<file path="src/rtl/lsu_pkg.sv">
// Shared types and decode helpers for the Avalon load/store unit.
package lsu_pkg;

    typedef enum logic [3:0] {
        OP_LB,
        OP_LBU,
        OP_LH,
        OP_LHU,
        OP_LW,
        OP_LWL,
        OP_LWR,
        OP_SB,
        OP_SH,
        OP_SW
    } lsu_op_t;

    typedef enum logic [1:0] {
        ERR_OK         = 2'd0,
        ERR_MISALIGNED = 2'd1,
        ERR_TIMEOUT    = 2'd2
    } lsu_err_t;

    typedef enum logic [1:0] {
        ST_IDLE,
        ST_BUS,
        ST_RESP
    } lsu_state_t;

    function automatic logic is_store(lsu_op_t op);
        return op inside {OP_SB, OP_SH, OP_SW};
    endfunction

    // LWL/LWR exist precisely to handle unaligned words, so they never trap.
    function automatic logic is_misaligned(lsu_op_t op, logic [1:0] addr_lo);
        if (op inside {OP_LH, OP_LHU, OP_SH}) return addr_lo[0];
        if (op inside {OP_LW, OP_SW})         return addr_lo != 2'b00;
        return 1'b0;
    endfunction

endpackage

</file>
<file path="src/rtl/lsu_load_format.sv">
// Combinational load result formatting: byte/half select, extension and
// the MIPS LWL/LWR merge with the old rt value.
module lsu_load_format
    import lsu_pkg::*;
(
    input  logic [31:0] lane_i,
    input  logic [1:0]  b_i,
    input  lsu_op_t     op_i,
    input  logic [31:0] rt_i,
    output logic [31:0] result_o
);

    logic [4:0]  sh_r;
    logic [4:0]  sh_l;
    logic [31:0] shr;

    always_comb begin
        // NOTE: every output gets a value before the case so no path leaves it unassigned (no latch).
        result_o = lane_i;
        sh_r     = {b_i, 3'b000};
        sh_l     = {~b_i, 3'b000};
        shr      = lane_i >> sh_r;
        case (op_i)
            OP_LB:   result_o = {{24{shr[7]}}, shr[7:0]};
            OP_LBU:  result_o = {24'h0, shr[7:0]};
            OP_LH:   result_o = {{16{shr[15]}}, shr[15:0]};
            OP_LHU:  result_o = {16'h0, shr[15:0]};
            OP_LWL:  result_o = (lane_i << sh_l) | (rt_i & (32'h00FF_FFFF >> sh_r));
            OP_LWR:  result_o = shr | (rt_i & ~(32'hFFFF_FFFF >> sh_r));
            default: result_o = lane_i;
        endcase
    end

endmodule

</file>
<file path="src/rtl/avalon_lsu.sv">
// Single-outstanding load/store unit bridging the core to an Avalon-MM master,
// with alignment checking and a waitrequest timeout.
module avalon_lsu
    import lsu_pkg::*;
#(
    parameter int DATA_WIDTH = 32,
    parameter int ADDR_WIDTH = 32,
    parameter int TIMEOUT    = 256
) (
    input  logic                      clk,
    input  logic                      reset,
    input  logic                      req_valid,
    output logic                      req_ready,
    input  lsu_op_t                   req_op,
    input  logic [ADDR_WIDTH-1:0]     req_addr,
    input  logic [31:0]               req_wdata,
    input  logic [31:0]               req_rt,
    output logic                      resp_valid,
    output logic [31:0]               resp_data,
    output logic [1:0]                resp_err,
    output logic [ADDR_WIDTH-1:0]     address,
    output logic                      read,
    output logic                      write,
    input  logic                      waitrequest,
    output logic [DATA_WIDTH-1:0]     writedata,
    output logic [DATA_WIDTH/8-1:0]   byteenable,
    input  logic [DATA_WIDTH-1:0]     readdata
);

    localparam int BE_W  = DATA_WIDTH / 8;
    localparam int OFF_W = $clog2(BE_W);
    localparam int CNT_W = (TIMEOUT > 0) ? $clog2(TIMEOUT + 1) : 1;

    if (DATA_WIDTH != 32 && DATA_WIDTH != 64) begin : g_bad_width
        $error("avalon_lsu: DATA_WIDTH must be 32 or 64");
    end

    lsu_state_t            state_q;
    lsu_op_t               op_q;
    logic [OFF_W-1:0]      off_q;
    logic [31:0]           rt_q;
    logic [ADDR_WIDTH-1:0] address_q;
    logic [BE_W-1:0]       be_q;
    logic [DATA_WIDTH-1:0] wdata_q;
    logic                  read_q;
    logic                  write_q;
    logic                  resp_valid_q;
    lsu_err_t              resp_err_q;
    logic [31:0]           resp_data_q;
    logic [CNT_W-1:0]      stall_q;

    logic [OFF_W-1:0]      req_off;
    logic [OFF_W-1:0]      be_shift;
    logic [3:0]            be_base;
    logic [BE_W-1:0]       be_d;
    logic [DATA_WIDTH-1:0] wdata_d;
    logic [OFF_W+2:0]      lane_shift;
    logic [31:0]           lane;
    logic [31:0]           load_result;
    logic                  accept;

    assign accept = (state_q == ST_IDLE) && req_valid;

    // Loads always fetch the whole 32-bit lane; stores enable only their bytes.
    always_comb begin
        req_off  = req_addr[OFF_W-1:0];
        be_base  = 4'hF;
        be_shift = req_off & ~OFF_W'(3);
        case (req_op)
            OP_SB:   begin be_base = 4'h1; be_shift = req_off; end
            OP_SH:   begin be_base = 4'h3; be_shift = req_off; end
            OP_SW:   begin be_base = 4'hF; be_shift = req_off; end
            default: ;
        endcase
        be_d    = BE_W'(be_base) << be_shift;
        wdata_d = DATA_WIDTH'(req_wdata) << {req_off, 3'b000};
    end

    always_comb begin
        lane_shift = {off_q & ~OFF_W'(3), 3'b000};
        lane       = 32'(readdata >> lane_shift);
    end

    lsu_load_format u_fmt (
        .lane_i   (lane),
        .b_i      (off_q[1:0]),
        .op_i     (op_q),
        .rt_i     (rt_q),
        .result_o (load_result)
    );

    // NOTE: pure datapath registers carry no reset; the FSM never lets their stale contents escape.
    always_ff @(posedge clk) begin
        if (accept) begin
            op_q      <= req_op;
            off_q     <= req_off;
            rt_q      <= req_rt;
            address_q <= req_addr & ~ADDR_WIDTH'(BE_W - 1);
            be_q      <= be_d;
            wdata_q   <= wdata_d;
        end
    end

    // NOTE: non-blocking assignments so every register samples pre-edge values.
    always_ff @(posedge clk) begin
        if (reset) begin
            state_q      <= ST_IDLE;
            read_q       <= 1'b0;
            write_q      <= 1'b0;
            resp_valid_q <= 1'b0;
            resp_err_q   <= ERR_OK;
            resp_data_q  <= '0;
            stall_q      <= '0;
        end else begin
            resp_valid_q <= 1'b0;
            case (state_q)
                ST_IDLE: begin
                    if (req_valid) begin
                        stall_q <= '0;
                        if (is_misaligned(req_op, req_addr[1:0])) begin
                            state_q      <= ST_RESP;
                            resp_valid_q <= 1'b1;
                            resp_err_q   <= ERR_MISALIGNED;
                            resp_data_q  <= '0;
                        end else begin
                            state_q <= ST_BUS;
                            read_q  <= !is_store(req_op);
                            write_q <= is_store(req_op);
                        end
                    end
                end
                ST_BUS: begin
                    if (!waitrequest) begin
                        state_q      <= ST_RESP;
                        read_q       <= 1'b0;
                        write_q      <= 1'b0;
                        resp_valid_q <= 1'b1;
                        resp_err_q   <= ERR_OK;
                        resp_data_q  <= is_store(op_q) ? 32'h0 : load_result;
                    end else if (TIMEOUT != 0 && 32'(stall_q) == TIMEOUT - 1) begin
                        state_q      <= ST_RESP;
                        read_q       <= 1'b0;
                        write_q      <= 1'b0;
                        resp_valid_q <= 1'b1;
                        resp_err_q   <= ERR_TIMEOUT;
                        resp_data_q  <= '0;
                    end else begin
                        stall_q <= stall_q + 1'b1;
                    end
                end
                ST_RESP: state_q <= ST_IDLE;
                default: state_q <= ST_IDLE;
            endcase
        end
    end

    assign req_ready  = (state_q == ST_IDLE);
    assign resp_valid = resp_valid_q;
    assign resp_data  = resp_data_q;
    assign resp_err   = resp_err_q;
    assign address    = address_q;
    assign read       = read_q;
    assign write      = write_q;
    assign writedata  = wdata_q;
    assign byteenable = be_q;

endmodule

</file>
<file path="config.mk">
export PLATFORM = sky130hd
export DESIGN_NAME = avalon_lsu
export DESIGN_NICKNAME = d
export VERILOG_FILES = /design/src/rtl/lsu_pkg.sv /design/src/rtl/lsu_load_format.sv /design/src/rtl/avalon_lsu.sv
export SDC_FILE = /design/constraint.sdc
export NUM_CORES = 1
export LEC_CHECK = 0
export CORE_UTILIZATION = 30
export DETAILED_ROUTE_END_ITERATION = 8
export GPL_ROUTABILITY_DRIVEN = 0
export PLACE_DENSITY = 0.68
export RECOVER_POWER = 25
export SETUP_SLACK_MARGIN = 0.5
export SLEW_MARGIN = 20
export SYNTH_ARGS = -nofsm -noshare
export SYNTH_HDL_FRONTEND = slang
export SYNTH_SLANG_ARGS = --single-unit
export TNS_END_PERCENT = 1
</file>
<file path="constraint.sdc">
create_clock -name clk -period 4.35 [get_ports clk]
set_clock_uncertainty 0.15 [all_clocks]
set_input_delay 0.435 -clock clk [delete_from_list [all_inputs] [get_ports clk]]
set_output_delay 0.435 -clock clk [all_outputs]
set_load 0.01 [all_outputs]
</file>
# After elaboration in Yosys (flattened, before gate mapping)
# Cells that the tools add are included.
# word_totals
reg_bits	152
in_bits	136
out_inout_bits	106
elab_cells	114
# classes
addsub	1
n_eq_ne	22
shifts	6
mux	51
n_bitwise	6
reduce_logical	15
# ops
op	count
case mux 32 bit (6 select lines)	1
two-way mux 32 bit	5
bitwise AND 32 bit	2
OR 32 bit	2
case mux 32 bit (2 select lines)	1
left shift 32 x 5 -> 32 bit	2
inverter 32 bit	1
right shift 24 x 5 -> 32 bit, first input constant	1
right shift 32 x 5 -> 32 bit	1
right shift 32 x 5 -> 32 bit, first input constant	1
two-way mux 9 bit	3
two-way mux 1 bit	26
equality test 4 x 3 -> 1 bit, second input constant	5
case mux 9 bit (2 select lines)	1
equality test 4 x 2 -> 1 bit, second input constant	4
equality test 4 bit, second input constant	4
two-way mux 2 bit	8
AND reduction 4 bit	3
adder 9 x 1 -> 9 bit, second input constant	1
equality test 9 x 8 -> 1 bit, second input constant	1
nonzero test 3 bit	3
inequality test 2 bit, second input constant	4
case mux 2 bit (2 select lines)	2
case mux 4 bit (2 select lines)	1
14 further kinds	18

# Longest topological paths before layout
# Gate-level depths: netlist of run 1.
# logic_depth
word_depth	18
depth_mapped	10
depth_no_buf	9

# Cells and area by module
# A second synthesis of run 1 with hierarchy kept.
# hier_totals
hier_cells	628
area_unflattened_um2	7382.1
# modules_own_cells
mod	n_inst	cells_per_inst	area_per_inst_um2	seq_area_each_um2
avalon_lsu	1	368	5545.3	4083.9
lsu_load_format	1	260	1836.8	0.0

# Worst setup path before layout of run 1
# OpenSTA, ideal clock, no wires.
# synth_path
path_type	register to register
startpoint	reg state_q[0]
endpoint	reg stall_q[2]
setup_time_ns	0.121
arrival_time_ns	3.750
t_required_ns	4.079
slack_ns	0.330
path_stages_with_launch	7
path_buffers	2
period_less_slack_ns	4.020
path_cell_list	dfxtp_1 buf_2 nor2_1 and2_1 or2_2 clkbuf_1 nor2_1
# synth_via
elab_chain_cells	3
word_cells_on_any_way	8
classes_between	eq/ne (4); mux (1); reduce/logical (3)
# synth_lines
item	line	rtl
from (decl)	avalon_lsu.sv:38	lsu_state_t state_q;
from (signal assigned)	avalon_lsu.sv:107	state_q <= ST_IDLE;
from (signal assigned)	avalon_lsu.sv:121	state_q <= ST_RESP;
from (signal assigned)	avalon_lsu.sv:126	state_q <= ST_BUS;
zero test 2 bit *	-	
named net req_ready	avalon_lsu.sv:13	output logic req_ready,
inequality test 2 bit (no line) / nonzero test 2 bit (equally long branches)	-	
AND reduction 4 bit (no line)	-	
to (signal assigned)	avalon_lsu.sv:148	stall_q <= stall_q + 1'b1;
to (decl)	avalon_lsu.sv:50	logic [CNT_W-1:0] stall_q;
# Mark *: on every way through the listed nets, which the timed path passes. The rest lies on a longest branch.
# A chain may end at the register's enable or synchronous reset.

# Worst setup path in the final report of run 1
# layout_path
startpoint	in req_addr[0]
endpoint	reg wdata_q[18], in the netlist writedata[18] (data pin)
# layout_via
elab_chain_cells	1
# layout_lines
item	line	rtl
from (decl)	avalon_lsu.sv:15	input logic [ADDR_WIDTH-1:0] req_addr,
left shift 32 x 5 -> 32 bit	avalon_lsu.sv:76	wdata_d = DATA_WIDTH'(req_wdata) << {req_off, 3'b000};
named net wdata_d[18]	avalon_lsu.sv:56	logic [DATA_WIDTH-1:0] wdata_d;
to (signal assigned)	avalon_lsu.sv:100	wdata_q <= wdata_d;
to (decl)	avalon_lsu.sv:44	logic [DATA_WIDTH-1:0] wdata_q;
# The timed path passes the listed nets, and every way through them passes these cells.

==> summary.md, run 1 <==
| Metric | Value |
|---|---|
| Post-DRT Antenna Nets | `0` |
| CP required | `4440 ps` |
| WL/cell | `19.6 um` |
| Largest net degree at the start of global routing | `62` |
| Hold-fix buffers, CTS | `0` |
| Commonest non-fill, non-tap cells in the layout | `clkdlybuf4s50_1 (167), edfxtp_1 (104), dlygate4sd3_1 (71)` |
| Max Fanout on Critical Path | `35` |
| Boundary Pins | `242` |
| FFs w/ async S/R, synth | `0%` |
| Drt first pass iters | `6` |
| Vias | `6425` |
| FF+latch count, synth | `152` |
| Initial DRC count | `379` |
| CTS Sinks | `152` |
| Vias in the first global route | `6302` |
| Slowest CP cell | `clkbuf_1` |
| Final worst-path cycle share | `70.7%` |
| Total GRT Usage | `18.6%` |
| Pleak | `3.81 nW` |
| Cts bufs inserted | `17` |
| H-tree depth | `4` |
| Total Power | `3.83 mW` |
| Grt ovf | `0` |
| Initial cell density of the core | `30.9%` |
| Max stage delay on crit path | `1160 ps` |
| Worst-margin pin slew | `1860 ps` |
| Startpoint types | `input port` |
| Final wirelength | `24000 um` |
| Chip height | `161 um` |
| Peak VDD IR | `0.210 mV` |
| Power per cell area | `357 nW/um2` |
| Seq/Total Area, Yosys | `53.9%` |
| Violated checks | `capacitance limit, slew limit` |
| Die X | `161 um` |
| Count of input and output buffers | `239` |
| EDFF count, synth | `104` |
| Num rows | `57` |
| Hold crit path type | `reg -> reg` |
| Clk slew on worst S/H paths | `70 ps` |
| Post-layout min period | `3080 ps` |
| Critical path, cell by cell | `dlygate4sd3_1, clkbuf_1, nor2b_1, nand2_1, o21ai_0` |
| Clock latency on the worst-skew pair | `430 ps` |
| Synth area leader | `edfxtp_1` |
| Warnings from Yosys | `0` |
| Synth-to-Final Area Change | `41.7%` |
| Fin nets | `1020` |
| WP buf/inv | `2` |
| Placed wire-length estimate | `17300 um` |
| Global routing usage on met3 | `7.19%` |
| Ys flop type | `edfxtp_1` |
| Crit path DAT | `3170 ps` |
| Die area | `25900 um2` |
| Unrepaired setup endpoints after global routing | `false` |
| Drt drc | `0` |
| Layout cell share with drive strength beyond 1 | `7.60%` |
| Fmax | `325 MHz` |
| Final hold vios | `0` |
| Post-CTS Setup Repair Bufs | `0` |
| Synth Cell Area | `7580 um2` |
| Share of the synthesized area in the top cell type | `41.2%` |
| Post-cts resize count | `0` |
| Met1 Usage GRT | `22.1%` |
| Worst setup EP type | `flop` |
| First-pass GRT wire length | `36600 um` |
| Family with the most delay on the worst path | `buffers and inverters` |
| Most common cell after layout, fill and taps aside | `clkdlybuf4s50_1` |
| Synthesized instance count | `672` |
| Via-to-Cell Ratio | `5.26` |
| Max_slew headroom | `-24.1%` |
| Core box area | `24500 um2` |
| Synth top area cells | `edfxtp_1 (41%), dfxtp_1 (13%), mux2i_1 (6.6%), o21ai_0 (3.3%), o2bb2ai_1 (2.5%)` |
| Grt met2 use | `31.0%` |
| Layer with the highest usage | `met2` |
| Max clock buf depth | `2` |
| Syn Area/Cell | `11.3 um2` |
| Total negative slack | `0 ps` |
| Status | `complete, but fails checks` |
| MaxCap Viol Count | `2` |
| Final setup viols | `0` |
| CTS Root Cell | `clkbuf_16` |
| Distinct cells, synth | `59` |
| Slew Viols, Final | `77` |
| Initial antenna violation count | `8` |
| CTS tree | `yes` |
| Setup CP Type | `in -> reg` |
-- sequential cells by signal, summed over array words and instances, names as in the netlist, 2 cells and up --
name	flops
resp_data	32
rt_q	32
writedata	32
address	30
stall_q	9
byteenable	4
op_q	4
off_q	2
resp_err	2
state_q	2
-- metrics by stage --
stage | instances | hold slack, ps | area [um2] | util (%) | setup slack, ps
after floorplan | 673 | 309 | 7590 | - | 1540
after global placement | 1187 | 299 | 10200 | 41.6 | 1310
after detailed placement | 1187 | 301 | 10200 | 41.6 | 1250
after CTS | 1219 | 321 | 10700 | 43.8 | 1340
after global routing | 1220 | 335 | 10700 | 43.8 | 1030
final | 1222 | 319 | 10700 | 43.8 | 1270
-- worst paths after layout --
kind	startpoint	to	slack, ps	cells after the start
worst max-delay path	req_addr[0]	writedata[18]	1270	5
worst min-delay path	resp_data[29]	resp_data[29]	320	1
worst max register to register	op_q[2]	resp_data[14]	1340	5
worst min register to register	resp_data[29]	resp_data[29]	320	1
-- where the power goes --
part / leakage [nW] / internal, mW / switching (mW)
combinational: 2.16 / 0.344 / 0.374
sequential: 1.39 / 1.66 / 0.0534
clock: 0.259 / 0.746 / 0.652
-- cell usage after synthesis (3+ instances only) --
library cell,instances
and3_1,5
a221o_1,15
buf_2,15
clkbuf_1,36
nor3b_1,3
a211o_1,3
o211ai_1,6
a311o_1,7
and2_1,10
nand3b_1,3
nand4_1,4
nor2_1,51
nand4b_1,4
nor4bb_1,3
a2bb2oi_1,7
mux2i_1,50
nor3_1,3
nand2_1,49
a211oi_1,21
dfxtp_1,48
edfxtp_1,104
o2bb2ai_1,22
xor2_1,7
a22o_1,10
mux2_2,15
a221oi_1,17
nor2b_1,20
or2_2,3
nand2b_1,8
o21ai_0,50
a21oi_1,27
o22ai_1,10
-- area by class of cell --
class	instances	area (um2)
inverters	2	7.51
clock buffers	19	433
fillers	2354	13800
clock inverters	13	111
flip-flops and latches	152	4080
diodes	3	7.51
multi-input cells	462	3250
repair buffers	247	2450
well taps	324	405
-- cell families after synthesis --
group                    Yosys count  share of synthesized area, %
adder cells (fa/ha/maj)            2                         0.330
multiplexers                      68                          9.52
AO/OA/AOI/OAI                    206                          20.0
XOR/XNOR                           7                         0.809
buffers and inverters             59                          3.47
AND/OR/NAND/NOR                  177                          11.9
flip-flops                       152                          53.9
other                              1                        0.0495
-- per-layer routing --
layer	wire length (um)	share of wire, %
met5	57	0.24
met2	11500	48
met4	322	1.3
met1	9580	40
met3	2540	11
(Power assumes the default switching activity.)
==> inputs of run 2 (changes only) <==
Settings changed: PLACE_DENSITY 0.68 to 0.7.
Clock period 4.35 ns to 2.5 ns, I/O delays scaled along.
==> summary.md, run 2 (synthesized netlist as in run 1, its figures left out) <==
| Metric | Value |
|---|---|
| Sequential power share | `41.4% (-3.4 points)` |
| Vias in the first global route | `6814 (+8.1%)` |
| Drt drc | `0 (unchanged)` |
| Most common cell after layout, fill and taps aside | `clkdlybuf4s50_1` |
| Core box area | `24500 um2 (unchanged)` |
| WL/cell | `19.9 um (+1.5%)` |
| Max Fanout on Critical Path | `15 (-57%)` |
| Clock power share | `38.2% (+1.7 points)` |
| Commonest non-fill, non-tap cells in the layout | `clkdlybuf4s50_1 (172), edfxtp_1 (104), dlygate4sd3_1 (66)` |
| FILL cells | `2275 (-3.4%)` |
| Finished Cell Area | `11500 um2 (+6.9%)` |
| Power share of the combinational group | `20.4% (+1.7 points)` |
| Layout cell share with drive strength beyond 1 | `14.6% (+7.0 points)` |
| Chip height | `161 um (unchanged)` |
| CP required | `2600 ps (-1840 ps)` |
| Unrepaired setup endpoints after global routing | `true` |
| Pleak | `4.20 nW (+10%)` |
| Status | `complete, but fails checks` |
| Post-DRT Antenna Nets | `0 (unchanged)` |
| Num rows | `57 (unchanged)` |
| Sw frac | `28.0% (-0.13 points)` |
| Cells after DPL | `1229 (+3.5%)` |
| Pre-CTS WS | `74.4 ps (-1180 ps)` |
| Via-to-Cell Ratio | `5.26 (+0.13%)` |
| Power per cell area | `623 nW/um2 (+75%)` |
| Max clock buf depth | `2 (unchanged)` |
| Net switching power | `2.01 mW (+86%)` |
| Drt first pass iters | `5 (-1)` |
| Die area | `25900 um2 (unchanged)` |
| Initial antenna violation count | `3 (-5)` |
| Vias | `6749 (+5.0%)` |
| Count of input and output buffers | `239 (unchanged)` |
| Int Pwr | `5.15 mW (+87%)` |
| Synth-to-Final Area Change | `51.6%` |
| Die X | `161 um (unchanged)` |
| Total negative slack | `0 ps (unchanged)` |
| Setup ws final | `235 ps (-1040 ps)` |
| Hold crit path type | `in -> reg` |
| Initial cell density of the core | `30.9% (unchanged)` |
| Hold-fix buffers, CTS | `0 (unchanged)` |
| Final Util | `46.8% (+3.0 points)` |
| CTS tree | `yes` |
| Worst-margin pin slew | `1550 ps (-311 ps)` |
| Placed wire-length estimate | `18400 um (+6.7%)` |
| Boundary Pins | `242 (unchanged)` |
| Final wirelength | `25500 um (+6.5%)` |
| MaxCap Viol Count | `1 (-1)` |
| Fin nets | `1081 (+6.0%)` |
| CTS Root Cell | `clkbuf_16` |
| Clk slew on worst S/H paths | `70 ps (about the same)` |
| Final worst-path cycle share | `90.6%` |
| Total GRT Usage | `19.7% (+1.2 points)` |
| Initial DRC count | `462 (+22%)` |
| Final hold vios | `0 (unchanged)` |
| Largest net degree at the start of global routing | `36 (-42%)` |
| H-tree depth | `4 (unchanged)` |
| First-pass GRT wire length | `38800 um (+5.9%)` |
| Final cell count without fillers | `1282 (+4.9%)` |
| Clock latency on the worst-skew pair | `430 ps (about the same)` |
| Fmax | `441 MHz` |
| Violated checks | `capacitance limit, slew limit` |
| Peak VDD IR | `0.540 mV (+160%)` |
| Cts bufs inserted | `17 (unchanged)` |
| Area after DPL | `10600 um2 (+4.0%)` |
| Startpoint types | `input port` |
| Setup CP Type | `in -> reg` |
| Max_slew headroom | `-3.34% (+21 points)` |
| Worst setup EP type | `flop` |
| Grt ovf | `0 (unchanged)` |
| CTS Sinks | `152 (unchanged)` |
| Total Power | `7.16 mW (+87%)` |
| Crit path DAT | `2370 ps (-800 ps)` |
| Hold slack | `128 ps (-191 ps)` |
| Post-layout min period | `2270 ps` |
| Final setup viols | `0 (unchanged)` |
| Slew Viols, Final | `34 (-56%)` |
## run 2: changes by cell type in the layout (fill, tap and decap cells not counted), sizes merged
cell | before | now
diode | 3 | 2
dlygate4sd3 | 71 | 66
clkdlybuf4s50 | 167 | 172
clkinvlp | 3 | 1
clkinv | 4 | 3
bufinv | 0 | 2
inv | 8 | 10
buf | 6 | 65
bufbuf | 0 | 1
## run 2: final cells by class
type                       count  area [um2]  share of cell area, %
sequential                   152        4090                   35.6
multi-input combinational    462        3320                   28.9
timing repair buffer         308        3060                   26.6
clock buffer                  18         429                   3.73
tap                          324         405                   3.53
clock inverter                14         180                   1.57
inverter                       2        7.51                 0.0653
antenna                        2        5.00                 0.0435
## run 2: critical path, stage by stage
cell and delay, ps:
clkdlybuf4s50_1 560, clkbuf_1 580, nor2b_1 730, nand2_1 120
o21ai_0 120
## run 2: repair_timing
| item | 4_1_cts | 5_1_grt |
|---|---|---|
| resized for setup | 12 | 8 |
| gates cloned | 2 | 1 |
| setup endpoints to repair | 44 | 48 |
| buffers inserted | 13 | 3 |
| pin swaps | 5 | 4 |
## run 2: power by group through the flow
stage / Combinational, mW / Sequential, mW / Clock [mW]
floorplan: 0.586 / 3.06 / 0
global placement: 1.37 / 3.03 / 0
detailed placement: 1.38 / 3.03 / 0
CTS: 1.47 / 2.97 / 2.80
global route: 1.56 / 2.99 / 2.87
finish: 1.46 / 2.97 / 2.74
## run 2: routing by layer
| metal | GRT usage (%) | up-vias | routed length [um] |
|---|---|---|---|
| met4 | 8.19 | 2 | 761 |
| li1 | - | 3144 | - |
| met1 | 23.0 | 3195 | 9920 |
| met5 | 0 | - | 13 |
| met3 | 6.86 | 48 | 2600 |
| met2 | 33.0 | 360 | 12200 |
## run 2: final timing paths
path,start,cells past startpoint,endpoint,slack (ps)
max,req_addr[0],5,writedata[17],230
min,req_addr[1],2,byteenable[0],130
max reg2reg,op_q[0],6,resp_data[15],320
min reg2reg,resp_data[20],1,resp_data[20],320
==> inputs of run 3 (changes only) <==
Clock period 2.5 ns to 1.95 ns, I/O delays scaled along.
==> summary.md, run 3 (synthesized netlist as in run 1, its figures left out) <==
| Metric | Value |
|---|---|
| First-pass GRT wire length | `39300 um (+1.4%)` |
| CTS Root Cell | `clkbuf_16` |
| Initial cell density of the core | `30.9% (unchanged)` |
| Drt first pass iters | `7 (+2)` |
| Post-DRT Antenna Nets | `0 (unchanged)` |
| Largest net degree at the start of global routing | `56 (+56%)` |
| Total GRT Usage | `20.1% (+0.37 points)` |
| Hold crit path type | `in -> reg` |
| Worst setup EP type | `flop` |
| Synth-to-Final Area Change | `55.6%` |
| Placed wire-length estimate | `19200 um (+4.2%)` |
| Violated checks | `capacitance limit, slew limit, setup timing` |
| Sequential cell area | `4090 um2 (about the same)` |
| Vias | `6952 (+3.0%)` |
| Worst-margin pin slew | `1560 ps (+13.6 ps)` |
| Boundary Pins | `242 (unchanged)` |
| Hold slack | `130 ps (+1.84 ps)` |
| MaxCap Viol Count | `1 (unchanged)` |
| Drt drc | `0 (unchanged)` |
| Peak VDD IR | `0.467 mV (-14%)` |
| Startpoint types | `flop` |
| Status | `complete, but fails checks` |
| Via-to-Cell Ratio | `5.20 (-1.2%)` |
| Clock latency on the worst-skew pair | `430 ps (about the same)` |
| Worst setup path start | `stall_q[1]` |
| Sw frac | `28.5% (+0.50 points)` |
| Cts bufs inserted | `17 (unchanged)` |
| Core box area | `24500 um2 (unchanged)` |
| Final Util | `48.1% (+1.2 points)` |
| Crit path DAT | `2390 ps (+20 ps)` |
| Fmax | `452 MHz` |
| Finished Cell Area | `11800 um2 (+2.7%)` |
| Setup CP Type | `reg -> reg` |
| Pleak | `4.64 nW (+11%)` |
| Max_slew headroom | `-4.25% (-0.91 points)` |
| Clk slew on worst S/H paths | `70 ps (about the same)` |
| FILL cells | `2265 (-0.44%)` |
| Multi-input gate area | `3400 um2 (+2.4%)` |
| Final hold vios | `0 (unchanged)` |
| Final worst-path cycle share | `113%` |
| Die X | `161 um (unchanged)` |
| CP required | `2130 ps (-470 ps)` |
| Clock power share | `36.7% (-1.5 points)` |
| Grt ovf | `0 (unchanged)` |
| Initial antenna violation count | `4 (+1)` |
| H-tree depth | `4 (unchanged)` |
| Final setup viols | `53 (+53)` |
| Setup ws final | `-260 ps (-495 ps)` |
| WL/cell | `19.4 um (-2.6%)` |
| Hold_sp | `req_addr[1]` |
| Fin nets | `1136 (+5.1%)` |
| Final cell count without fillers | `1337 (+4.3%)` |
| Final wirelength | `25900 um (+1.6%)` |
| Net switching power | `2.57 mW (+28%)` |
| Initial DRC count | `493 (+6.7%)` |
| CTS Sinks | `152 (unchanged)` |
| Area after DPL | `11000 um2 (+3.8%)` |
| Die area | `25900 um2 (unchanged)` |
| Vias in the first global route | `6969 (+2.3%)` |
| R2R Path Start | `stall_q[1]` |
| Power per cell area | `764 nW/um2 (+23%)` |
| Commonest non-fill, non-tap cells in the layout | `edfxtp_1 (104), buf_4 (102), clkdlybuf4s50_1 (67)` |
| Cells after DPL | `1290 (+5.0%)` |
| Num rows | `57 (unchanged)` |
| Slew Viols, Final | `35 (+2.9%)` |
| Int Pwr | `6.44 mW (+25%)` |
| Max Fanout on Critical Path | `8 (-7)` |
| Unrepaired setup endpoints after global routing | `true` |
| Layout cell share with drive strength beyond 1 | `23.1% (+8.5 points)` |
| Max clock buf depth | `2 (unchanged)` |
| CTS tree | `yes` |
| Most common cell after layout, fill and taps aside | `edfxtp_1` |
| Post-layout min period | `2210 ps` |
| Chip height | `161 um (unchanged)` |
| Count of input and output buffers | `239 (unchanged)` |
| Sequential power share | `42.2% (+0.8 points)` |
| Power share of the combinational group | `21.2% (+0.8 points)` |
run 3: changes by cell type in the layout (fill, tap and decap cells not counted), sizes merged, moves of 2 or more:
cell,before,now
clkdlybuf4s15,0,55
inv,10,8
clkbuf,22,38
clkinv,3,6
buf,65,127
clkdlybuf4s50,172,67
dlygate4sd3,66,62
dlygate4sd2,0,29
run 3: critical path: stages, from the launching register on:
cell,delay [ps]
dfxtp_2,360
ha_4,140
and3_4,180
and3_4,200
ha_4,130
nand3b_1,150
nand2_2,110
o21ba_4,240
buf_6,130
buf_16,140
a22o_1,200
run 3: final cells by class:
type	instances	share of cell area (%)
Clock buffer	17	3.61
Sequential cell	152	34.6
Antenna cell	2	0.0424
Inverter	2	0.0636
Multi-Input combinational cell	462	28.8
Tap cell	324	3.44
Clock inverter	15	1.23
Timing Repair Buffer	363	28.2
run 3: power groups by stage:
stage,combinational (mW),sequential [mW],clock [mW]
2_1_floorplan,0.751,3.93,0
3_3_place_gp,1.85,3.87,0
3_5_place_dp,1.87,3.87,0
4_1_cts,1.90,3.80,3.38
5_1_grt,2.04,3.82,3.49
6_report,1.91,3.80,3.30
run 3: path summary, 6_finish.rpt:
check | slack, ps | depth (start not counted) | to
min reg2reg | 310 | 2 | resp_err[1]
min | 130 | 3 | byteenable[0]
max | -260 | 10 | resp_data[15]
max reg2reg | -260 | 10 | resp_data[15]
run 3: stage by stage:
step                power (mW)  setup WS (ps)  TNS [ps]
floorplan                 4.68           -211     -8560
global placement          5.72           -369    -14300
detailed placement        5.74           -399    -16100
CTS                       9.09           -238     -7910
global route              9.35           -365    -16390
finish                    9.01           -260    -10120
run 3: timing repair:
| action | CTS | global route |
|---|---|---|
| setup buffers | 6 | 3 |
| setup endpoints to repair | 269 | 209 |
| pin swaps | 20 | 10 |
| gates cloned | 4 | 0 |
| resized for setup | 203 | 71 |
| hold buffers | 0 | 0 |
run 3: metal layers:
metal | share of wire [%] | track usage, % | vias to the layer above | wire length [um]
met4 | 2.7 | 8.28 | 2 | 695
met5 | 0.050 | 0 | - | 13
met1 | 38 | 22.8 | 3275 | 9810
met2 | 50 | 34.4 | 374 | 12800
li1 | - | - | 3248 | -
met3 | 9.9 | 6.88 | 53 | 2570
==> patch 1: new RTL, config.mk and constraints of run 2 <==
Register the output `resp_err` once more; this adds one clock of latency there. The other outputs are not delayed to match.
--- a/src/rtl/avalon_lsu.sv
+++ b/src/rtl/avalon_lsu.sv
@@ -159,3 +159,5 @@
     assign resp_data  = resp_data_q;
-    assign resp_err   = resp_err_q;
+    always_ff @(posedge clk) begin
+        resp_err <= resp_err_q;
+    end
     assign address    = address_q;
Check against the original RTL: not equivalent (Yosys sat finds a counterexample within 4 cycles, from zero or initial values and one cycle with reset high).
==> patch 1 against run 2 <==
- total power decreased by 0.23%
- count of clock-buffer cells in the layout shrank 1
- routed wire length down 2.8%
- worst hold slack better by 83 ps
- setup slack worse by 17 ps
- largest power group unchanged
- utilization down 0.88 points
- design area grew 0.41%
- synthesized area rose by 1.2%
- sequential cell count grew 2
==> patch 1: results (changes against run 2) <==
The power per standard cell area is 619 nW/um^2 (-0.64%). Yosys attributes the largest share of cell area to sky130_fd_sc_hd__edfxtp_1 41%, sky130_fd_sc_hd__dfxtp_1 13%, sky130_fd_sc_hd__mux2i_1 5.5%. The wire length per cell after detailed routing is 19.4 um (-2.4%). The fraction of synthesis flops using an asynchronous set or reset pin is 0% (unchanged). The detailed-route via count came to 6659 (-1.3%). The maximum VDD drop is 0.335 mV (-38%). The clock-pin slew reported for the worst setup and hold paths after clock tree synthesis is 70 ps (about the same).

The warning count from the yosys run is 0 (unchanged). The mean instance size in the synthesized netlist came out at 11.5 sq um (+2.3%). The area after detailed placement is 10700 sq um (+0.53%). The later-pin clock latency in the skew report came out at 430 ps (about the same). The cell sitting at the root of the clock tree is a sky130_fd_sc_hd__clkbuf_16. The global-route wire length before repair came to 38.1 mm (-1.8%). On the critical path the largest part of the delay comes from buffers and inverters. The total track usage came out at 19.1% (-0.60 points). The count of unique library cells instantiated by Yosys came to 63 (+6.8%).

The post-layout instance count excluding filler cells came out at 1277 (-0.39%). The number of global-route vias before repair is 6633 (-2.7%). The pin count of the biggest net entering global routing came out at 82 (+130%). The CTS buffer count is 17 (unchanged). The initial antenna violation count is 3 (unchanged). Summed over all instances, the cell type with the most area after synthesis is sky130_fd_sc_hd__edfxtp_1.

The final core area utilization came out at 46.0% (-0.88 points). The clock network fraction of design power came out at 37.9% (-0.3 points). The static leakage power was 4.23 nW (+0.82%).

The number of enable flip-flop cells after synthesis is 104 (unchanged). The worst setup slack after placement was -85.2 ps (-160 ps). The count of nets after finishing came out at 1071 (-0.93%). The stage delay of the slowest cell on the critical path is 590 ps (-140 ps). The endpoint arrival time on the critical path was 2450 ps (+80 ps). The number of inserted filler cells in the final layout is 2343 (+3.0%).

The net switching power of the design is 1.98 mW (-1.3%). The initial DRC count came out at 510 (+10%). The number of buffers between clock root and the deepest sink came to 2 (unchanged). The run finished with clean final reports. The min-delay analysis places its worst path in the category flip-flop to flip-flop. The count of port buffers added during placement came out at 239 (unchanged). The number of iterations in the first detailed-routing pass is 5 (unchanged). The share of post-route cells with drive strength above 1 came to 17.2% (+2.6 points). The maximum net fanout on the critical path came to 13 (-2). The sum of net half-perimeters after detailed placement is 17.5 mm (-5.1%).

The number of max-capacitance violations reported is 0 (-1). The part of the Yosys area used for sequential elements is 53.7% (-0.13 points). The power in combinational cells is 1.42 mW (-3%).

The relative slew slack is 49.6% (+53 points). The H-tree depth is 4 (unchanged). The commonest cells after synthesis are 104 x sky130_fd_sc_hd__edfxtp_1, 56 x sky130_fd_sc_hd__nor2_1, 50 x sky130_fd_sc_hd__dfxtp_1, 45 x sky130_fd_sc_hd__nand2_1, 42 x sky130_fd_sc_hd__mux2i_1. The number of placed cells counting well taps came out at 1228 (-0.081%). Among all stages on the critical path, the largest delay is contributed by sky130_fd_sc_hd__dlygate4sd3_1.
patch 1: cell types whose count changed after synthesis, sizes merged, moves of 7 or more:
cell     delta
o2bb2ai     +7
a22o        -7
mux2       +12
inv         +8
o21ai       -7
a211oi     -12
mux2i       -8
patch 1: kinds of logic after synthesis:
kind of cell | count (synthesis) | synth area share (%)
other cells | 1 | 0.0489
xor+xnor | 7 | 0.799
compound gates | 181 | 19.0
fa+ha+maj | 2 | 0.326
buf+inv | 62 | 3.67
flops | 154 | 53.7
mux | 73 | 10.3
simple gates | 185 | 12.1
patch 1: worst paths after layout:
path	cells past startpoint	startpoint	slack, ps	to
worst max-delay path	10	req_addr[1]	220	resp_data[11]
worst min-delay path	0	resp_err_q[0]	210	resp_err[0]
worst max register to register	11	stall_q[0]	330	resp_data[11]
worst min register to register	0	resp_err_q[0]	210	resp_err[0]
patch 1: layer usage:
metal	vias up	GRT usage, %	share of wire, %
met5	-	0	0.11
li1	3097	-	-
met3	46	6.31	9.7
met1	3188	23.8	41
met2	324	30.6	47
met4	4	7.59	2.5
patch 1: final cells by class:
class | count | share of cell area, %
Antenna cell | 1 | 0.0217
Tap cell | 330 | 3.58
Timing Repair Buffer | 299 | 25.8
Clock inverter | 15 | 1.56
Sequential cell | 154 | 35.8
Inverter | 11 | 0.369
Clock buffer | 17 | 3.69
Multi-Input combinational cell | 450 | 29.2
patch 1: timing repair:
action	CTS	global route
cloned	4	0
gates resized for setup	15	0
setup buffers	12	0
hold endpoints to repair	0	0
pin swaps	5	0
endpoints found under the setup margin	42	44
==> patch 2: new RTL, config.mk and constraints of run 2 <==
Without the edit above. `ADDR_WIDTH`: 32 -> 36.
--- a/src/rtl/avalon_lsu.sv
+++ b/src/rtl/avalon_lsu.sv
@@ -6,3 +6,3 @@
     parameter int DATA_WIDTH = 32,
-    parameter int ADDR_WIDTH = 32,
+    parameter int ADDR_WIDTH = 36,
     parameter int TIMEOUT    = 256
Ports: changed (resized address and req_addr); port bits go from 242 to 250. The function was not compared with the original's and may differ.
==> patch 2 against run 2 <==
- sequential cell count is 4 higher
- via count fell by 0.96%
- combinational power is 5% lower
- total power up 0.17%
- count of clock-buffer cells in the layout is 1 lower
- routed wire length shrank 0.31%
- design area about the same
- setup slack better by 14 ps
- synthesized area up 1.6%
- global-route usage is 0.20 points lower
- largest cell class unchanged
==> patch 2: results (changes against run 2) <==
The run finished with clean final reports. The stage delay of the slowest cell on the critical path is 650 ps (-80 ps). The antenna cell count came out at 3 (+1). The number of buffers outside the clock class in the layout is 298 (-3.2%). The clock-pin slew reported for the worst setup and hold paths after clock tree synthesis came out at 90 ps (+20 ps).

The endpoint arrival time on the critical path came out at 2270 ps (-100 ps). Sorting the synthesized cells by how often they occur yields 108 x sky130_fd_sc_hd__edfxtp_1, 51 x sky130_fd_sc_hd__nor2_1, 50 x sky130_fd_sc_hd__mux2i_1, 50 x sky130_fd_sc_hd__o21ai_0, 49 x sky130_fd_sc_hd__nand2_1. In the post-synthesis netlist, the biggest area contributors are sky130_fd_sc_hd__edfxtp_1 42%, sky130_fd_sc_hd__dfxtp_1 12%, sky130_fd_sc_hd__mux2i_1 6.5%. The proportion of cell area occupied by multi-input gates came out at 28.8% (-0.12 points). The initial DRC count came out at 393 (-15%). The relative slew slack is 47.1% (+50 points). The wire length per cell after detailed routing is 19.8 um (-0.39%).

The initial antenna violation count was 6 (+3). The routed length on met1 came out at 10.2 mm (+2.7%). The static leakage power is 4.15 nW (-1.0%). The part of the Yosys area used for sequential elements is 54.6% (+0.72 points). The count of port buffers added during placement came out at 247 (+3.3%). The total track usage was 19.5% (-0.20 points). The post-CTS setup repair buffer count is 8 (-5). The number of vias per cell after detailed routing came out at 5.21 (-1.0%). The fraction of cell area in non-clock buffers is 25.6% (-1.0 points).

The total of cells resized after clock tree synthesis is 7 (-5). The share of post-route cells with drive strength above 1 came out at 12.7% (-1.9 points). The flip-flop and latch area came out at 4210 sq um (+2.9%). The met1 global-route usage came out at 23.5% (+0.52 points). The met2 track utilization from global routing came to 32.3% (-0.67 points). The count of nets after finishing came out at 1079 (-0.19%).

For this design, the slowest cell found on the critical path is sky130_fd_sc_hd__dlygate4sd3_1. The number of inserted filler cells in the final layout is 2329 (+2.4%). The cell count after synthesis is 676 (+0.60%). The worst setup slack after placement came out at 18.6 ps (-55.8 ps). The sum of routed wire length over all layers is 25.4 mm (-0.31%).

The global-route met3 utilization is 6.74% (-0.12 points). The number of global-route vias before repair is 6642 (-2.5%). The final-layout clock-cell area share is 5.30% (about the same).

The multiplexer area fraction after synthesis came to 9.37% (-0.15 points). The fraction of the mapped netlist area in compound gates is 19.7% (-0.31 points). The met3 wire length was 2.28 mm (-12%). The number of placed cells counting well taps was 1238 (+0.73%). The number of enable flip-flop cells after synthesis is 108 (+3.8%).

The sum of net half-perimeters after detailed placement came to 18.7 mm (+1.3%). The xor/xnor share of the synthesized area is 0.796% (-0.013 points). The maximum net fanout on the critical path is 21 (+6).
## patch 2: where the power goes
group	internal [mW]	total [mW]	switching (mW)	leakage, nW
Clock	1.52	2.73	1.21	0.298
Sequential	2.97	3.06	0.0830	1.43
Combinational	0.694	1.39	0.694	2.43
## patch 2: final timing paths
path	to	cells after the start	slack, ps	startpoint
setup / recovery	writedata[4]	5	250	req_addr[0]
hold / removal	address[24]	1	280	req_addr[24]
setup reg to reg	resp_data[15]	6	310	off_q[0]
hold reg to reg	resp_data[17]	1	320	resp_data[17]
## patch 2: stage by stage
step	area [sq um]	utilization [%]	hold slack, ps
finish	11500	45.6	279
floorplan	7720	-	199
detailed placement	10700	42.6	299
global placement	10700	42.6	300
global route	11500	45.6	264
CTS	11400	45.5	199
## patch 2: critical path: cells and delay by family
kind / cells / cell delay (ps)
buffers and inverters: 3 / 1630
and+or+nand+nor: 2 / 380
